## config.mk

```make
export PLATFORM = sky130hd
export DESIGN_NAME = uart_tx
export DESIGN_NICKNAME = d
export VERILOG_FILES = /design/src/rtl/uart_tx.sv
export SDC_FILE = /design/constraint.sdc
export NUM_CORES = 1
export LEC_CHECK = 0
export BUFFER_PORTS_ARGS = -buffer_cell sky130_fd_sc_hd__buf_2
export CORE_MARGIN = 2
export CORE_UTILIZATION = 40
export CTS_CLUSTER_DIAMETER = 150
export DETAILED_ROUTE_END_ITERATION = 8
export GPL_ROUTABILITY_DRIVEN = 0
export PLACE_DENSITY_LB_ADDON = 0.2
export SKIP_CTS_REPAIR_TIMING = 1
export SLEW_MARGIN = 10
export SYNTH_ARGS = -nofsm -noshare
export SYNTH_HDL_FRONTEND = slang
export SYNTH_SLANG_ARGS = --single-unit
```

## constraint.sdc

```tcl
create_clock -name clk -period 2.2 [get_ports clk]
set_input_delay 0.44 -clock clk [delete_from_list [all_inputs] [get_ports clk]]
set_output_delay 0.44 -clock clk [all_outputs]
set_load 0.02 [all_outputs]
```

## src/rtl/uart_tx.sv

```systemverilog
// UART transmitter: start bit, LSB-first data, optional parity, 1 or 2 stop bits.
// Advances one bit per bps_clk tick; all outputs are registered.
module uart_tx #(
    parameter int DATA_BITS  = 8,
    parameter int PARITY_EN  = 0,
    parameter int PARITY_ODD = 0,
    parameter int STOP_BITS  = 1
) (
    input  logic                 clk,
    input  logic                 rst_n,
    input  logic                 bps_clk,
    input  logic [DATA_BITS-1:0] tx_data,
    input  logic                 tx_valid,
    output logic                 tx_ready,
    output logic                 uart_en,
    output logic                 txd,
    output logic                 tx_done
);

    typedef enum logic [2:0] {
        IDLE,
        START,
        DATA,
        PARITY,
        STOP
    } state_t;

    localparam logic [2:0] LAST_DATA = 3'(DATA_BITS - 1);
    localparam logic [2:0] LAST_STOP = 3'(STOP_BITS - 1);
    localparam logic       ODD_BIT   = (PARITY_ODD != 0);
    localparam logic       HAS_PAR   = (PARITY_EN != 0);

    state_t               state;
    logic [DATA_BITS-1:0] shift_q;
    logic [2:0]           bit_cnt;
    logic                 parity_q;

    // NOTE: sequential state uses non-blocking assignments only, so every
    // register in this block sees the pre-edge values of the others.
    always_ff @(posedge clk or negedge rst_n) begin
        if (!rst_n) begin
            state    <= IDLE;
            shift_q  <= '0;
            bit_cnt  <= '0;
            parity_q <= 1'b0;
            txd      <= 1'b1;
            uart_en  <= 1'b0;
            tx_ready <= 1'b0;
            tx_done  <= 1'b0;
        end else begin
            tx_done <= 1'b0;
            case (state)
                IDLE: begin
                    txd <= 1'b1;
                    if (tx_valid && tx_ready) begin
                        shift_q  <= tx_data;
                        parity_q <= (^tx_data) ^ ODD_BIT;
                        state    <= START;
                        txd      <= 1'b0;
                        uart_en  <= 1'b1;
                        tx_ready <= 1'b0;
                    end else begin
                        tx_ready <= 1'b1;
                    end
                end

                START: begin
                    if (bps_clk) begin
                        state   <= DATA;
                        bit_cnt <= '0;
                        txd     <= shift_q[0];
                        shift_q <= shift_q >> 1;
                    end
                end

                DATA: begin
                    if (bps_clk) begin
                        if (bit_cnt == LAST_DATA) begin
                            bit_cnt <= '0;
                            if (HAS_PAR) begin
                                state <= PARITY;
                                txd   <= parity_q;
                            end else begin
                                state <= STOP;
                                txd   <= 1'b1;
                            end
                        end else begin
                            bit_cnt <= bit_cnt + 3'd1;
                            txd     <= shift_q[0];
                            shift_q <= shift_q >> 1;
                        end
                    end
                end

                PARITY: begin
                    if (bps_clk) begin
                        state   <= STOP;
                        bit_cnt <= '0;
                        txd     <= 1'b1;
                    end
                end

                STOP: begin
                    if (bps_clk) begin
                        if (bit_cnt == LAST_STOP) begin
                            state    <= IDLE;
                            tx_done  <= 1'b1;
                            uart_en  <= 1'b0;
                            tx_ready <= 1'b1;
                        end else begin
                            bit_cnt <= bit_cnt + 3'd1;
                        end
                    end
                end

                default: begin
                    state <= IDLE;
                    txd   <= 1'b1;
                end
            endcase
        end
    end

endmodule
```

Yosys cells after proc, flatten, opt, wreduce, memory -nomap -nowiden
Index checks and enable logic that the tools add are counted.

operators by class
  add/subtract/negate cells = 1
  equal/unequal tests = 15
  multiplexer cells = 35
  bitwise operators = 1
  reductions and logical operators = 13

operators with widths
  operator             count
  $mux 3               12
  $mux 8               4
  $pmux 8 s3           1
  $ne 2x2->1 const B   9
  $pmux 3 s5           1
  $mux 1               13
  $reduce_and 5->1     2
  $pmux 3 s3           1
  $reduce_and 4->1     2
  $reduce_and 7->1     1
  $eq 3x2->1 const B   2
  $eq 3x3->1 const B   2
  $logic_not 3->1      2
  $reduce_bool 3->1    2
  $pmux 1 s5           1
  $pmux 1 s2           2
  $add 3x1->3 const B  1
  $eq 3x1->1 const B   1
  $reduce_and 3->1     1
  $ne 2x1->1 const B   1
  $reduce_bool 2->1    1
  $reduce_or 2->1      1
  $logic_and 1x1->1    1
  $not 1->1            1

storage, ports and cells
  register bits after elaboration = 18
  word-level logic and storage cells = 72

Depth between registers and ports, before layout
  word-level depth = 4
  depth in mapped cells = 7

Worst setup path after synthesis
No wires, ideal clock.

  path kind = register -> register
  start = register bit_cnt[0]
  end = register shift_q[0]
  setup time = 73 ps
  arrival time = 1686 ps
  required time = 2127 ps
  setup slack = 441 ps
  cell stages (with the launch flop) = 7
  path through = dfrtp_1 -> ha_1 -> ha_1 -> or2_4 -> a221oi_4 -> o21a_4 -> a2bb2oi_2

between the ends
  longest elaborated chain between the ends = 3

ends and longest elaborated chain
  what                        RTL line  source
  start, declared             35        logic [2:0] bit_cnt;
  start signal, assigned      88        bit_cnt <= bit_cnt + 3'd1;
  start signal, assigned      111       bit_cnt <= bit_cnt + 3'd1;
  $eq 3x3->1                  78        if (bit_cnt == LAST_DATA) begin
  $ne 2x2->1 (no line)        --
  $reduce_and 5->1 (no line)  --
  end signal, assigned        56        shift_q <= tx_data;
  end signal, assigned        72        shift_q <= shift_q >> 1;
  end signal, assigned        90        shift_q <= shift_q >> 1;
  end, declared               34        logic [DATA_BITS-1:0] shift_q;

Every way passes these cells.
A chain may end at the register's enable or synchronous reset.

Worst setup path after layout
  start = register bit_cnt[0]
  end = register shift_q[4]

Same word-level chain as after synthesis.

==> impl_metrics.tcl <==
set metrics [dict create \
    status "complete, no violations" \
    rows 18 \
    dieArea_um2 3010 \
    grt_max_degree 19 \
    seq_area_um2 452 \
    cts_root_buffer "clkbuf_4" \
    p_total_mw 1.96 \
    grt_pass1_vias 736 \
    drive_gt1_share_pct 30.4 \
    path_clk_slew_ns 0.11 \
    syn_area_um2 1030 \
    die_h_um 54.9 \
    finalSetupViolations 0 \
    track_usage_pct 16.7 \
    io_pins 16 \
    start_kind "register" \
    clock-sinks 18 \
    antenna_cells 0 \
    leakage_nw 0.497 \
    hpwl_um 1440 \
    synthTopCellsByArea "dfrtp_1 41%, a2bb2oi_2 10%, ha_1 4.8%" \
    routed_wl_um 2070 \
    period_minus_slack_ns 1.91 \
    worstSkewPairLatency_ns 0.30 \
    multi_input_area_um2 524 \
    fin_nets 129 \
    coreArea_um2 2450 \
    grt_pass1_wl_um 3470 \
    htreeDepth 1 \
    nFillCells 230 \
    period_share_pct 86.9 \
    worstPathArrival_ns 2.15 \
    ant_nets 0 \
    slew_headroom_pct 65.2 \
    syn_inst 96 \
    synth_top_area_share_pct 41.1 \
    synth_flop_cell "dfrtp_1" \
    r2r_start "bit_cnt[0]" \
    max_freq_mhz 523 \
    tns_ns 0 \
    critPathMaxFanout 8 \
    pre_cts_ws_ns 0.298 \
    placed_cells 138 \
    tightest_slew_ns 0.522 \
    vias_per_cell 5.63 \
    finClkSkew_ns 0.00452 \
    final_area_um2 1160 \
    cts_max_path_buffers 2 \
    crit_start "bit_cnt[0]" \
    die_w_um 54.9 \
    antenna_found_initial 0 \
    async_reset_ff_share_pct 100 \
    worstSetupEndpointType "register" \
    power_density_nw_per_um2 1690 \
    synth_edf_count 0 \
    fin_ws_ns 0.287 \
    drt-initial-drc-count 13 \
    final_util_pct 47.2 \
    dr.pass1.iters 4 \
    hold_ws_ns 0.0515 \
    cp.required_ns 2.44 \
    dpl_cell_area_um2 1130 \
    hp-class "in -> async" \
    drv_cap 0 \
    finalHoldViolCount 0 \
    rsz0062_at_grt "no" \
    synth_seq_cells 18 \
    slew_viol_final 0 \
    syn_avg_cell_area_um2 10.8 \
    wl_per_cell_um 14.5 \
    cts_tree "built" \
    synth_largest_area_cell "dfrtp_1" \
    overflow 0 \
    numCtsBuffers 3 \
    vias 800 \
    drc 0 \
    syn-num-nets 112 \
    synth_cell_type_count 33 \
    peakVddDrop_mv 1.08 \
    start_util_pct 42.2 \
    ys_warn_count 0 \
    area_growth_pct 12.1 \
    layout.cells.non_filler 142 \
    worstSetupPathType "reg -> reg" \
    ys_seq_area_share_pct 43.7 \
    io_buffers 15 \
]
## flip-flops by register name, indices dropped and copies added (netlist names)
register  cells
shift_q       8
bit_cnt       3
txd           1
tx_ready      1
tx_done       1
uart_en       1
state         3
## cell usage after synthesis, drive strengths merged (2+ instances only)
cell type  instances
buf                4
dfrtp             17
o21ai              7
a21oi              5
o31ai              3
ha                 4
inv                6
a2bb2oi            7
nand3b             2
clkbuf             2
nor2               5
o22ai              7
mux2i              3
nand3              2
nand2              7
o21a               3
## cell usage in the layout, fill, tap and decap left out, types with 2 or more instances in the layout
cell	count
inv_1	6
o22ai_1	7
a2bb2oi_2	7
o21a_1	2
clkbuf_4	3
mux2i_1	3
a21oi_1	5
ha_1	4
nand3_1	2
buf_2	15
o31ai_1	3
nand3b_1	2
nand2_1	7
nor2_1	4
buf_4	3
o21ai_0	6
dfrtp_1	17
## cell type report
class	count	area share, %
inverters	6	1.94
clock buffers	4	2.27
multi-input cells	66	45.2
repair buffers	18	8.41
flip-flops and latches	18	38.9
well taps	30	3.24
## critical path, cell delays in order, from the launching register on
cell       delay, ns
dfrtp_1         0.42
ha_1            0.23
ha_1            0.19
or2_4           0.24
a221oi_4        0.35
o21a_4          0.26
a2bb2oi_2       0.15
## kinds of logic after synthesis
| group | count (synthesis) | share of synthesized area [%] |
|---|---|---|
| XOR/XNOR | 1 | 0.847 |
| AND/OR/NAND/NOR | 20 | 9.55 |
| AO/OA/AOI/OAI | 37 | 31.1 |
| flip-flops | 18 | 43.7 |
| adder cells (fa/ha/maj) | 4 | 4.84 |
| buffers and inverters | 12 | 5.68 |
| multiplexers | 4 | 4.35 |
## per-layer routing
metal	track usage (%)	vias up	part of all wire, %
li1	-	386	-
met2	26.0	25	47
met3	5.74	2	5.2
met5	0	-	0
met1	21.7	387	47
met4	5.00	0	0.97
## power by group
| part | switching, mW | total (mW) | internal (mW) |
|---|---|---|---|
| sequential | 0.162 | 0.647 | 0.485 |
| combinational | 0.572 | 1.13 | 0.554 |
| clock | 0.112 | 0.182 | 0.0707 |
| total | 0.846 | 1.96 | 1.11 |
## path summary, 6_finish.rpt
kind,end,slack (ns),cells after the start
max,shift_q[4],0.29,6
max in group asynchronous,txd,1.82,1
min,state[1],0.05,1
max reg2reg,shift_q[4],0.29,6
min reg2reg,txd,0.52,1
min in group clk,shift_q[7],0.37,3
(Power assumes the default switching activity.)
